**src/rtl/rle_row_decompressor_if.sv**
```systemverilog
// rle_row_decompressor_if: compressed-word input, row output and image
// status signals of the RLE row decompressor.
interface rle_row_decompressor_if #(
  parameter int ROW_BITS = 480,
  parameter int WORD_W   = 16
);
  logic                start;
  logic [WORD_W-1:0]   data;
  logic                data_valid;
  logic                data_ready;
  logic [ROW_BITS-1:0] row_out;
  logic                row_valid;
  logic                row_ready;
  logic [15:0]         row_count;
  logic                done;
  logic                overrun;

  modport master (
    output start,
    output data,
    output data_valid,
    output row_ready,
    input  data_ready,
    input  row_out,
    input  row_valid,
    input  row_count,
    input  done,
    input  overrun
  );

  modport slave (
    input  start,
    input  data,
    input  data_valid,
    input  row_ready,
    output data_ready,
    output row_out,
    output row_valid,
    output row_count,
    output done,
    output overrun
  );
endinterface

```
**src/rtl/rle_row_decompressor.sv**
```systemverilog
// rle_row_decompressor: expands run-length words into ROW_BITS-wide rows,
// one bit per cycle, and hands each row downstream via valid/ready.
module rle_row_decompressor #(
  parameter int ROW_BITS = 480,
  parameter int NUM_ROWS = 30,
  parameter int WORD_W   = 16
) (
  input logic clk,
  input logic rst,
  rle_row_decompressor_if.slave bus
);
  localparam int IW = $clog2(ROW_BITS);
  localparam int RW = WORD_W - 1;

  localparam logic [2:0] S_IDLE   = 3'd0;
  localparam logic [2:0] S_LOAD   = 3'd1;
  localparam logic [2:0] S_EXPAND = 3'd2;
  localparam logic [2:0] S_EMIT   = 3'd3;
  localparam logic [2:0] S_DONE   = 3'd4;

  logic [2:0]          state;
  logic [RW-1:0]       run;
  logic                val;
  logic [IW-1:0]       bit_idx;
  logic [IW-1:0]       wr_idx;
  logic [ROW_BITS-1:0] row_q;
  logic [15:0]         row_cnt;
  logic                ovr;
  logic                last_bit;
  logic                last_row;
  logic                word_run;

  assign wr_idx   = IW'(ROW_BITS - 1) - bit_idx;
  assign last_bit = bit_idx == IW'(ROW_BITS - 1);
  assign last_row = row_cnt == 16'(NUM_ROWS - 1);
  assign word_run = bus.data[RW-1:0] != '0;

  assign bus.data_ready = state == S_LOAD;
  assign bus.row_valid  = state == S_EMIT;
  assign bus.done       = state == S_DONE;
  assign bus.row_out    = row_q;
  assign bus.row_count  = row_cnt;
  assign bus.overrun    = ovr;

  always_ff @(posedge clk or posedge rst) begin
    if (rst) begin
      state   <= S_IDLE;
      run     <= '0;
      val     <= 1'b0;
      bit_idx <= '0;
      row_q   <= '0;
      row_cnt <= '0;
      ovr     <= 1'b0;
    end else begin
      unique case (1'b1)
        state == S_IDLE,
        state == S_DONE: begin
          if (bus.start) begin
            state   <= S_LOAD;
            bit_idx <= '0;
            row_q   <= '0;
            row_cnt <= '0;
            ovr     <= 1'b0;
          end
        end
        state == S_LOAD: begin
          // zero-length words are consumed without writing any bits
          if (bus.data_valid) begin
            val <= bus.data[WORD_W-1];
            run <= bus.data[RW-1:0];
            if (word_run) state <= S_EXPAND;
          end
        end
        state == S_EXPAND: begin
          row_q[wr_idx] <= val;
          run           <= run - RW'(1);
          if (last_bit) begin
            state <= S_EMIT;
          end else begin
            bit_idx <= bit_idx + IW'(1);
            if (run == RW'(1)) state <= S_LOAD;
          end
        end
        state == S_EMIT: begin
          if (bus.row_ready) begin
            row_cnt <= row_cnt + 16'd1;
            bit_idx <= '0;
            row_q   <= '0;
            if (last_row) begin
              // bits left in the final run have nowhere to go
              state <= S_DONE;
              ovr   <= run != '0;
              run   <= '0;
            end else if (run != '0) begin
              state <= S_EXPAND;
            end else begin
              state <= S_LOAD;
            end
          end
        end
        default: state <= S_IDLE;
      endcase
    end
  end
endmodule

```
**src/flat_wrapper.sv**
```systemverilog
// flat-port wrapper written by rule: the top's interface ports become plain ports
module rle_row_decompressor_flat 
#(
  parameter int ROW_BITS = 480,
  parameter int NUM_ROWS = 30,
  parameter int WORD_W   = 16
)
  (clk, rst, bus_start, bus_data, bus_data_valid, bus_row_ready, bus_data_ready, bus_row_out, bus_row_valid, bus_row_count, bus_done, bus_overrun);
  rle_row_decompressor_if #(.ROW_BITS(ROW_BITS), .WORD_W(WORD_W)) bus_i ();
  input logic clk;
  input logic rst;
  input wire logic [$bits(bus_i.start)-1:0] bus_start;
  input wire logic [$bits(bus_i.data)-1:0] bus_data;
  input wire logic [$bits(bus_i.data_valid)-1:0] bus_data_valid;
  input wire logic [$bits(bus_i.row_ready)-1:0] bus_row_ready;
  output wire logic [$bits(bus_i.data_ready)-1:0] bus_data_ready;
  output wire logic [$bits(bus_i.row_out)-1:0] bus_row_out;
  output wire logic [$bits(bus_i.row_valid)-1:0] bus_row_valid;
  output wire logic [$bits(bus_i.row_count)-1:0] bus_row_count;
  output wire logic [$bits(bus_i.done)-1:0] bus_done;
  output wire logic [$bits(bus_i.overrun)-1:0] bus_overrun;
  assign bus_i.start = bus_start;
  assign bus_i.data = bus_data;
  assign bus_i.data_valid = bus_data_valid;
  assign bus_i.row_ready = bus_row_ready;
  assign bus_data_ready = bus_i.data_ready;
  assign bus_row_out = bus_i.row_out;
  assign bus_row_valid = bus_i.row_valid;
  assign bus_row_count = bus_i.row_count;
  assign bus_done = bus_i.done;
  assign bus_overrun = bus_i.overrun;
  rle_row_decompressor #(.ROW_BITS(ROW_BITS), .NUM_ROWS(NUM_ROWS), .WORD_W(WORD_W)) u_core (.clk(clk), .rst(rst), .bus(bus_i));
endmodule
```
**config.mk**
```make
export PLATFORM = sky130hd
export DESIGN_NAME = rle_row_decompressor_flat
export DESIGN_NICKNAME = d
export VERILOG_FILES = /design/src/rtl/rle_row_decompressor_if.sv /design/src/rtl/rle_row_decompressor.sv /design/src/flat_wrapper.sv
export SDC_FILE = /design/constraint.sdc
export NUM_CORES = 1
export LEC_CHECK = 0
export ABC_AREA = 0
export CORE_MARGIN = 3
export CORE_UTILIZATION = 45
export DETAILED_ROUTE_END_ITERATION = 8
export PLACE_DENSITY_LB_ADDON = 0.08
export SLEW_MARGIN = 10
export SYNTH_ARGS = -nofsm -noshare
export SYNTH_HDL_FRONTEND = slang
export SYNTH_SLANG_ARGS = --single-unit
```
**constraint.sdc**
```tcl
create_clock -name clk -period 16.7 [get_ports clk]
set_input_delay 3.34 -clock clk [delete_from_list [all_inputs] [get_ports clk]]
set_output_delay 3.34 -clock clk [all_outputs]
set_load 0.1 [all_outputs]
```
==> results.py, run 1 <==
metrics = {
    "status": {
        "status": "complete, no violations",
    },
    "finish": {
        "syn2layout_area_growth_pct": 30.31,
        "num-fill-cells": 4283,
        "layout.cells.non_filler": 3149,
        "fin_util": 0.5961,
        "post_route_cells_drive_above_1_share": 0.06521,
        "layout.nets": 2462,
        "antenna_cells": 0,
    },
    "pwr": {
        "design_power_total_mw": 3.301,
        "share_comb_of_total_power": 0.225,
        "clock_power_share": 0.367,
        "internal_power_mw": 2.126,
        "switchingPower_mw": 1.175,
        "power.switching_fraction": 0.3559,
        "pwr-share-seq": 0.408,
        "cellPowerDensity_mw_per_mm2": 107.5,
        "vdd.ir_drop.worst_mv": 0.1224,
        "p_leak_nw": 11.95,
    },
    "worst_setup_path": {
        "critical-path-slowest-cell": "clkdlybuf4s50_1",
        "critical_path.cell_chain": "nor2b_1, nand2_1, inv_1, clkdlybuf4s50_1",
        "setup.worst_path.start_class": "flop",
        "timing.critical_path.max_delay_family": "buffers and inverters",
        "required_ns": 13.36,
        "cp.arrival_ns": 2.82,
        "worstSetupPathType": "flop to primary output",
        "timing.critical_path.buf_inv": 2,
        "crit_path_max_fanout": 16,
        "worstSetupEndpointType": "primary output",
        "critPathMaxStageDelay_ns": 1.15,
    },
    "detailed_routing": {
        "wl_per_cell_um": 25.84,
        "routed_wl_um": 81370,
        "vias_per_cell": 6.268,
        "detailedRoute.firstPassIterationCount": 5,
        "route.vias.total": 19737,
        "detail_route.iter0.violations": 2133,
        "routed_antenna_nets": 0,
        "drc_violations_left": 0,
    },
    "synth": {
        "synth_sequential_area_ratio": 0.5576,
        "number_of_distinct_standard_cells_referenced_by_the_synthesized_netlist": 52,
        "post-synth-top-area-fraction": 0.5576,
        "asyncSetResetFlopFracSynth": 1.000,
        "synthesis.instances": 2108,
        "ys_warn_count": 0,
        "netlist_area_mm2": 0.02356,
        "flip_flop_and_latch_count_after_synthesis": 525,
        "leading_cell_type_by_number_of_instances_after_synthesis": "dfrtp_1",
        "synth_top_cells_by_count": "dfrtp_1, o211ai_1, o31ai_1",
        "dominant_cell_type_by_area_after_synthesis": "dfrtp_1",
        "postSynth.topFlopCell": "dfrtp_1",
        "yosys-top-cells-area": "dfrtp_1, o211ai_1, o31ai_1, clkbuf_1, buf_2",
        "synth_edf_count": 0,
        "synth_area_per_cell_um2": 11.18,
        "postSynthNetCount": 2139,
    },
    "die": {
        "start_util": 0.4574,
        "coreArea_mm2": 0.05151,
        "fp-row-count": 83,
        "pin_count": 521,
        "dieHeight_um": 234.8,
        "floorplan.die.width_um": 234.8,
        "design.die.area_mm2": 0.05514,
    },
    "sta": {
        "maxSlewViolCount": 0,
        "slew_headroom": 0.1514,
        "worst-slew-pin-transition_ns": 1.269,
        "clock.fmax_mhz": 162.3,
        "worst_clock_skew_ns": 0.03219,
        "setup_viol": 0,
        "post-route-period-util": 0.3690,
        "fin_tns_setup_ns": 0,
        "finalHoldWorstSlack_ns": 0.5003,
        "layout_min_cycle_time_ns": 6.162,
        "rsz0062_at_grt": "no",
        "number_of_endpoints_with_negative_hold_slack_in_the_final_report": 0,
    },
    "worst_hold_path": {
        "min_path_type": "flop to flop",
    },
    "global_routing": {
        "grt_antenna_before_repair": 0,
        "gr-total-overflow": 0,
        "first_global_vias": 18685,
        "grtUsageTotal": 0.2841,
        "grt_start_max_net_pins": 235,
        "grt_first_pass_wirelength_um": 123100,
    },
    "cts": {
        "postCtsHoldBufs": 0,
        "ctsLongestPathBuffers": 3,
        "post-cts-setup-buffer-count": 0,
        "cts-buffers-inserted": 56,
        "skew_pair_late_insertion_delay_ns": 0.61,
        "cells_resized_by_post_cts_repair": 0,
        "cts-root-buf": "clkbuf_16",
        "clk_pin_slew_worst_paths_ns": 0.06,
        "cts-htree-levels": 2,
        "tritoncts_clock_tree": "done",
        "cts.sink_count": 525,
    },
    "placement": {
        "port_buffers": 520,
        "dpl.hpwl_um": 51470,
        "place.gp.congestion": 0.8259,
        "place_inst": 3053,
    },
    "job": {
        "maxCapViolCount": 0,
    },
}
-- power by group through the flow --
stage | clock, mW | sequential (mW) | combinational [mW]
5_1_grt | 1.29 | 1.35 | 0.805
2_1_floorplan | 0 | 1.39 | 0.523
3_3_place_gp | 0 | 1.37 | 0.736
4_1_cts | 1.23 | 1.35 | 0.743
3_5_place_dp | 0 | 1.37 | 0.742
6_report | 1.21 | 1.35 | 0.744
-- area by class of cell --
cell class                      count  area (um2)  area share
Clock buffer                       90        1702     0.05542
Clock inverter                      6       68.82    0.002241
Inverter                           13       52.55    0.001712
Multi-Input combinational cell   1251        9156      0.2982
Sequential cell                   525       13140      0.4279
Tap cell                          680       850.8     0.02771
Timing Repair Buffer              584        5736      0.1868
-- state kept, by name (all words and copies together), names as in the netlist --
| name | flops |
|---|---|
| u_core.state | 3 |
| u_core.bus.row_out | 480 |
| u_core.bus.overrun | 1 |
| u_core.bit_idx | 9 |
| u_core.run | 15 |
| u_core.bus.row_count | 16 |
| u_core.val | 1 |
-- logic make-up (layout without fill, tap and decap cells) --
kind of cell,Yosys count,after routing,share of synthesized area
adder cells (fa/ha/maj),10,10,0.005310
XOR/XNOR,21,21,0.008125
multiplexers,2,2,0.0009558
flip-flops,525,525,0.5576
AO/OA/AOI/OAI,1054,1054,0.3334
AND/OR/NAND/NOR,164,164,0.03638
buffers and inverters,332,693,0.05820
-- routing by layer --
metal,vias up,track usage,share of wire
met4,0,0.09646,0.034
met2,764,0.4402,0.46
li1,9023,-,-
met5,-,0,0
met3,127,0.07254,0.080
met1,9823,0.3911,0.42
-- metrics by stage --
stage	instance area, um2	setup WS [ns]
floorplan	23570	6.226
global placement	28920	10.46
detailed placement	28920	10.46
CTS	30690	10.49
global route	30700	10.34
finish	30700	10.54
-- cells in the final DEF (no fill, tap or decap), types with 3 or more instances in the layout --
master,count
or3_1,5
o21ai_0,35
a32oi_1,4
clkbuf_8,13
clkbuf_1,19
nand2_1,16
o31ai_1,480
nand3_2,3
o2111ai_1,3
ha_1,10
xnor2_1,6
nand3_1,40
nor2b_1,4
a211oi_1,3
o211ai_1,495
nor4_1,7
a21oi_1,13
inv_1,12
clkbuf_16,58
and2_1,3
xor2_1,14
o2111ai_4,4
nand4_1,5
dfrtp_1,525
nor3_1,13
a22oi_1,3
clkdlybuf4s50_1,520
buf_4,60
nor3b_1,3
nor2_1,44
buf_12,4
clkinv_2,3
-- worst paths after layout --
| check | slack (ns) | cells past startpoint | from | to |
|---|---|---|---|---|
| setup reg to reg | 11.77 | 6 | u_core.state[0]$_DFFE_PP0P_ | u_core.bus.row_out[244]$_DFFE_PP0P_ |
| hold reg to reg | 0.50 | 1 | u_core.bus.overrun$_DFFE_PP0P_ | u_core.bus.overrun$_DFFE_PP0P_ |
| setup / recovery | 10.54 | 4 | u_core.state[1]$_DFFE_PP0P_ | bus_row_valid |
| hold / removal | 0.50 | 1 | u_core.bus.overrun$_DFFE_PP0P_ | u_core.bus.overrun$_DFFE_PP0P_ |
| min in group asynchronous | 3.27 | 2 | rst | u_core.bus.row_out[98]$_DFFE_PP0P_ |
| max in group asynchronous | 11.14 | 4 | rst | u_core.bus.row_out[430]$_DFFE_PP0P_ |
No activity file was read; power rests on OpenSTA's default activity.
==> run 2, diff against run 1 <==
- clock period: 16.7 -> 5.7 ns (I/O delays scaled with it)
==> results.py, run 2 (synthesis results as in run 1) <==
metrics = {
    "worst_setup_path": {
        "critical_path.cell_chain": "nor3b_1, clkdlybuf4s50_1",
        "worstSetupPathType": "flop to primary output",
        "cp.arrival_ns": 2.86,
        "required_ns": 4.56,
        "critPathMaxStageDelay_ns": 1.21,
        "startpoint_of_the_most_critical_register_to_register_path": "u_core.bit_idx[5]$_DFFE_PP0P_",
        "critical_path.reg2reg.endpoint": "u_core.bus.row_out[122]$_DFFE_PP0P_",
        "r2r.worst_path.cells": 5,
        "critical-path-slowest-cell": "clkdlybuf4s50_1",
        "r2r_slack_ns": 2.32,
        "timing.critical_path.depth": 2,
        "timing.critical_path.max_delay_family": "buffers and inverters",
        "crit_path_max_fanout": 17,
        "worstSetupEndpointType": "primary output",
        "setup.worst_path.start_class": "flop",
        "timing.critical_path.buf_inv": 1,
    },
    "pwr": {
        "cellPowerDensity_mw_per_mm2": 321.5,
        "vdd.ir_drop.worst_mv": 0.4490,
        "design_power_total_mw": 9.961,
        "p_leak_nw": 12.09,
    },
    "sta": {
        "post-route-period-util": 0.7013,
        "slew_headroom": -0.005338,
        "clock.fmax_mhz": 250.2,
        "final_critical_path_setup_slack_ns": 1.703,
        "worst-slew-pin-transition_ns": 1.508,
        "maxSlewViolCount": 19,
        "number_of_endpoints_with_negative_hold_slack_in_the_final_report": 0,
        "worst_clock_skew_ns": 0.01208,
        "layout_min_cycle_time_ns": 3.997,
        "setup_viol": 0,
        "rsz0062_at_grt": "no",
    },
    "cts": {
        "skew_pair_late_insertion_delay_ns": 0.61,
        "tritoncts_clock_tree": "done",
        "clk_pin_slew_worst_paths_ns": 0.06,
        "cts-root-buf": "clkbuf_16",
        "cts-htree-levels": 2,
        "cts-buffers-inserted": 56,
        "ctsLongestPathBuffers": 3,
        "cells_resized_by_post_cts_repair": 0,
        "post-cts-setup-buffer-count": 0,
        "cts.sink_count": 525,
        "postCtsHoldBufs": 0,
    },
    "global_routing": {
        "grt_first_pass_wirelength_um": 122100,
        "grt_start_max_net_pins": 252,
        "grt_antenna_before_repair": 0,
        "global_route.usage.met1": 0.3812,
        "gr-max-usage-layer": "met2",
        "gr-usage-met2": 0.4484,
        "grtUsageTotal": 0.2830,
        "first_global_vias": 18598,
        "met3_track_usage_gr": 0.07500,
        "gr-total-overflow": 0,
    },
    "worst_hold_path": {
        "worstHoldEndpoint": "u_core.run[10]$_DFFE_PP0P_",
        "timing.hold.worst.start": "u_core.run[10]$_DFFE_PP0P_",
        "worstHoldPathCells": 2,
        "min_path_type": "flop to flop",
    },
    "status": {
        "status": "finished, violations left",
        "violations_in_the_final_reports": "slew limit",
    },
    "finish": {
        "finalInstanceArea_mm2": 0.03098,
        "layout.nets": 2468,
        "antenna_cells": 0,
        "syn2layout_area_growth_pct": 31.50,
        "post_route_cells_drive_above_1_share": 0.07425,
        "number_of_flip_flops_in_the_largest_register": 480,
        "final_cell_mix": "dfrtp_1, clkdlybuf4s50_1, o211ai_1",
        "most_common_cell_after_layout_fill_and_taps_aside": "dfrtp_1",
    },
    "placement": {
        "place.gp.congestion": 0.8314,
        "port_buffers": 520,
        "dp_slack_ns": 1.645,
        "dpl.hpwl_um": 51320,
        "place_area_mm2": 0.02901,
    },
    "detailed_routing": {
        "routed_antenna_nets": 0,
        "routed_wl_um": 81030,
        "detail_route.iter0.violations": 2055,
        "wl_per_cell_um": 25.66,
        "vias_per_cell": 6.251,
        "detailedRoute.firstPassIterationCount": 5,
        "drc_violations_left": 0,
        "route.vias.total": 19741,
    },
    "die": {
        "fp-row-count": 83,
        "design.die.area_mm2": 0.05514,
        "dieHeight_um": 234.8,
        "coreArea_mm2": 0.05151,
        "floorplan.die.width_um": 234.8,
        "pin_count": 521,
        "start_util": 0.4574,
    },
    "job": {
        "maxCapViolCount": 0,
    },
}
[run 2: power breakdown]
part / total, mW / internal, mW / switching [mW]
combinational: 2.19 / 0.364 / 1.82
sequential: 3.94 / 3.81 / 0.131
clock: 3.83 / 2.31 / 1.52
[run 2: final cells by class]
cell class / instances / area [um2]
Clock buffer: 77 / 1633
Clock inverter: 22 / 307.8
Fill cell: 4269 / 20530
Inverter: 13 / 52.55
Multi-Input combinational cell: 1251 / 9171
Sequential cell: 525 / 13140
Tap cell: 680 / 850.8
Timing Repair Buffer: 590 / 5831
[run 2: per-stage QoR]
step | cells | hold slack [ns] | util | setup TNS [ns]
finish | 3158 | 0.5089 | 0.6015 | 0
global route | 3158 | 0.5333 | 0.6015 | 0
CTS | 3158 | 0.5059 | 0.6009 | 0
detailed placement | 3059 | 0.4784 | 0.5633 | 0
global placement | 3059 | 0.4763 | 0.5633 | 0
floorplan | 2108 | 0.4614 | - | -1351.44
[run 2: worst max path at each step]
stage                                start                                   to  slack [ns]
6_report       u_core.state[0]$_DFFE_PP0P_                       bus_data_ready        1.70
5_1_grt        u_core.state[1]$_DFFE_PP0P_                        bus_row_valid        1.50
4_1_cts        u_core.state[0]$_DFFE_PP0P_                       bus_data_ready        1.67
3_5_place_dp                     bus_start  u_core.bus.row_count[7]$_DFFE_PP0P_        1.65
3_3_place_gp                     bus_start  u_core.bus.row_count[7]$_DFFE_PP0P_        1.64
2_1_floorplan                          rst        u_core.bit_idx[0]$_DFFE_PP0P_       -2.57
[run 2: metal layers]
metal  part of all wire  vias to the layer above
met5                  0                        -
met4              0.030                        0
met3              0.082                      102
met2               0.47                      744
met1               0.41                     9843
li1                   -                     9052
[run 2: tightest hold or removal path, stage by stage (launching register included)]
cell	delay, ns
dfrtp_1	0.33
o21ai_0	0.07
o21ai_0	0.06
==> run 3, diff against run 2 <==
- clock period: 5.7 -> 3.69 ns (I/O delays scaled with it)
==> results.py, run 3 (synthesis results as in run 1) <==
metrics = {
    "global_routing": {
        "grt_first_pass_wirelength_um": 125900,
        "gr-total-overflow": 0,
        "grt_start_max_net_pins": 166,
        "first_global_vias": 19191,
        "grtUsageTotal": 0.2898,
        "grt_antenna_before_repair": 0,
    },
    "worst_setup_path": {
        "r2r_slack_ns": 0.98,
        "timing.critical_path.buf_inv": 1,
        "critPathMaxStageDelay_ns": 1.18,
        "crit_path_max_fanout": 6,
        "timing.critical_path.max_delay_family": "buffers and inverters",
        "required_ns": 2.95,
        "critical_path.cell_chain": "clkdlybuf4s50_1",
        "r2r.worst_path.cells": 7,
        "worstSetupPathType": "flop to primary output",
        "cp.arrival_ns": 2.24,
        "critical-path-slowest-cell": "clkdlybuf4s50_1",
        "setup.worst_path.start_class": "flop",
        "timing.critical_path.depth": 1,
        "worstSetupEndpointType": "primary output",
    },
    "die": {
        "dieHeight_um": 234.8,
        "design.die.area_mm2": 0.05514,
        "start_util": 0.4574,
        "coreArea_mm2": 0.05151,
        "floorplan.die.width_um": 234.8,
        "fp-row-count": 83,
        "pin_count": 521,
    },
    "detailed_routing": {
        "detailedRoute.firstPassIterationCount": 5,
        "drc_violations_left": 0,
        "route.vias.total": 20141,
        "detail_route.iter0.violations": 2257,
        "vias_per_cell": 6.310,
        "routed_antenna_nets": 0,
        "routed_wl_um": 82710,
        "wl_per_cell_um": 25.91,
    },
    "sta": {
        "worst_clock_skew_ns": 0.02634,
        "number_of_endpoints_with_negative_hold_slack_in_the_final_report": 0,
        "fin_tns_setup_ns": 0,
        "maxSlewViolCount": 0,
        "layout_min_cycle_time_ns": 2.974,
        "post-route-period-util": 0.8059,
        "slew_headroom": 0.2573,
        "finalHoldWorstSlack_ns": 0.4618,
        "final_critical_path_setup_slack_ns": 0.7162,
        "rsz0062_at_grt": "no",
        "setup_viol": 0,
        "clock.fmax_mhz": 336.3,
        "worst-slew-pin-transition_ns": 1.111,
    },
    "cts": {
        "tritoncts_clock_tree": "done",
        "cts-htree-levels": 2,
        "post-cts-setup-buffer-count": 0,
        "cts-root-buf": "clkbuf_16",
        "clk_pin_slew_worst_paths_ns": 0.06,
        "cts.sink_count": 525,
        "postCtsHoldBufs": 0,
        "skew_pair_late_insertion_delay_ns": 0.61,
        "cts-buffers-inserted": 56,
        "cells_resized_by_post_cts_repair": 0,
        "ctsLongestPathBuffers": 3,
    },
    "finish": {
        "syn2layout_area_growth_pct": 32.24,
        "layout.nets": 2499,
        "finalInstanceArea_mm2": 0.03116,
        "number_of_flip_flops_in_the_largest_register": 480,
        "most_common_cell_after_layout_fill_and_taps_aside": "dfrtp_1",
        "final_cell_mix": "dfrtp_1, o211ai_1, o31ai_1",
        "fin_util": 0.6049,
        "layout.cells.non_filler": 3192,
        "post_route_cells_drive_above_1_share": 0.1003,
        "num-fill-cells": 4248,
        "antenna_cells": 0,
    },
    "worst_hold_path": {
        "min_path_type": "primary input to async pin",
    },
    "status": {
        "status": "complete, no violations",
    },
    "job": {
        "maxCapViolCount": 0,
    },
    "placement": {
        "dp_slack_ns": 0.7230,
        "place_area_mm2": 0.02929,
        "place.gp.congestion": 0.8315,
        "port_buffers": 520,
        "place_inst": 3090,
        "dpl.hpwl_um": 53780,
    },
    "pwr": {
        "design_power_total_mw": 15.47,
        "p_leak_nw": 12.36,
        "cellPowerDensity_mw_per_mm2": 496.7,
        "vdd.ir_drop.worst_mv": 0.4793,
    },
}
==> run 3: final cells by class <==
cell class	instances	area (um2)	share of cell area
multi-input combinational	1251	9146	0.2936
clock inverter	20	240.2	0.007710
inverter	13	52.55	0.001687
clock buffer	82	1632	0.05237
tap	680	850.8	0.02731
timing repair buffer	621	6098	0.1957
sequential	525	13140	0.4217
==> run 3: final timing paths <==
path / end / start
hold reg to reg: u_core.run[10]$_DFFE_PP0P_ / u_core.run[10]$_DFFE_PP0P_
hold / removal: u_core.bus.row_out[104]$_DFFE_PP0P_ / rst
setup reg to reg: u_core.bus.row_out[213]$_DFFE_PP0P_ / u_core.state[2]$_DFFE_PP0P_
max in group asynchronous: u_core.bus.row_out[169]$_DFFE_PP0P_ / rst
setup / recovery: bus_row_count[10] / u_core.bus.row_count[10]$_DFFE_PP0P_
min in group clk: u_core.run[10]$_DFFE_PP0P_ / u_core.run[10]$_DFFE_PP0P_
==> run 3: routing by layer <==
layer,vias up,global-route usage,part of all wire
met5,-,0,0
met4,0,0.1007,0.034
met3,121,0.07418,0.083
met2,837,0.4582,0.47
met1,10061,0.3899,0.41
li1,9122,-,-
==> run 3: where the power goes <==
| group | switching, mW | leakage, nW | internal (mW) |
|---|---|---|---|
| clock network | 2.33 | 0.930 | 3.40 |
| logic | 2.93 | 4.12 | 0.724 |
| registers | 0.202 | 7.31 | 5.89 |
| total | 5.46 | 12.4 | 10.0 |
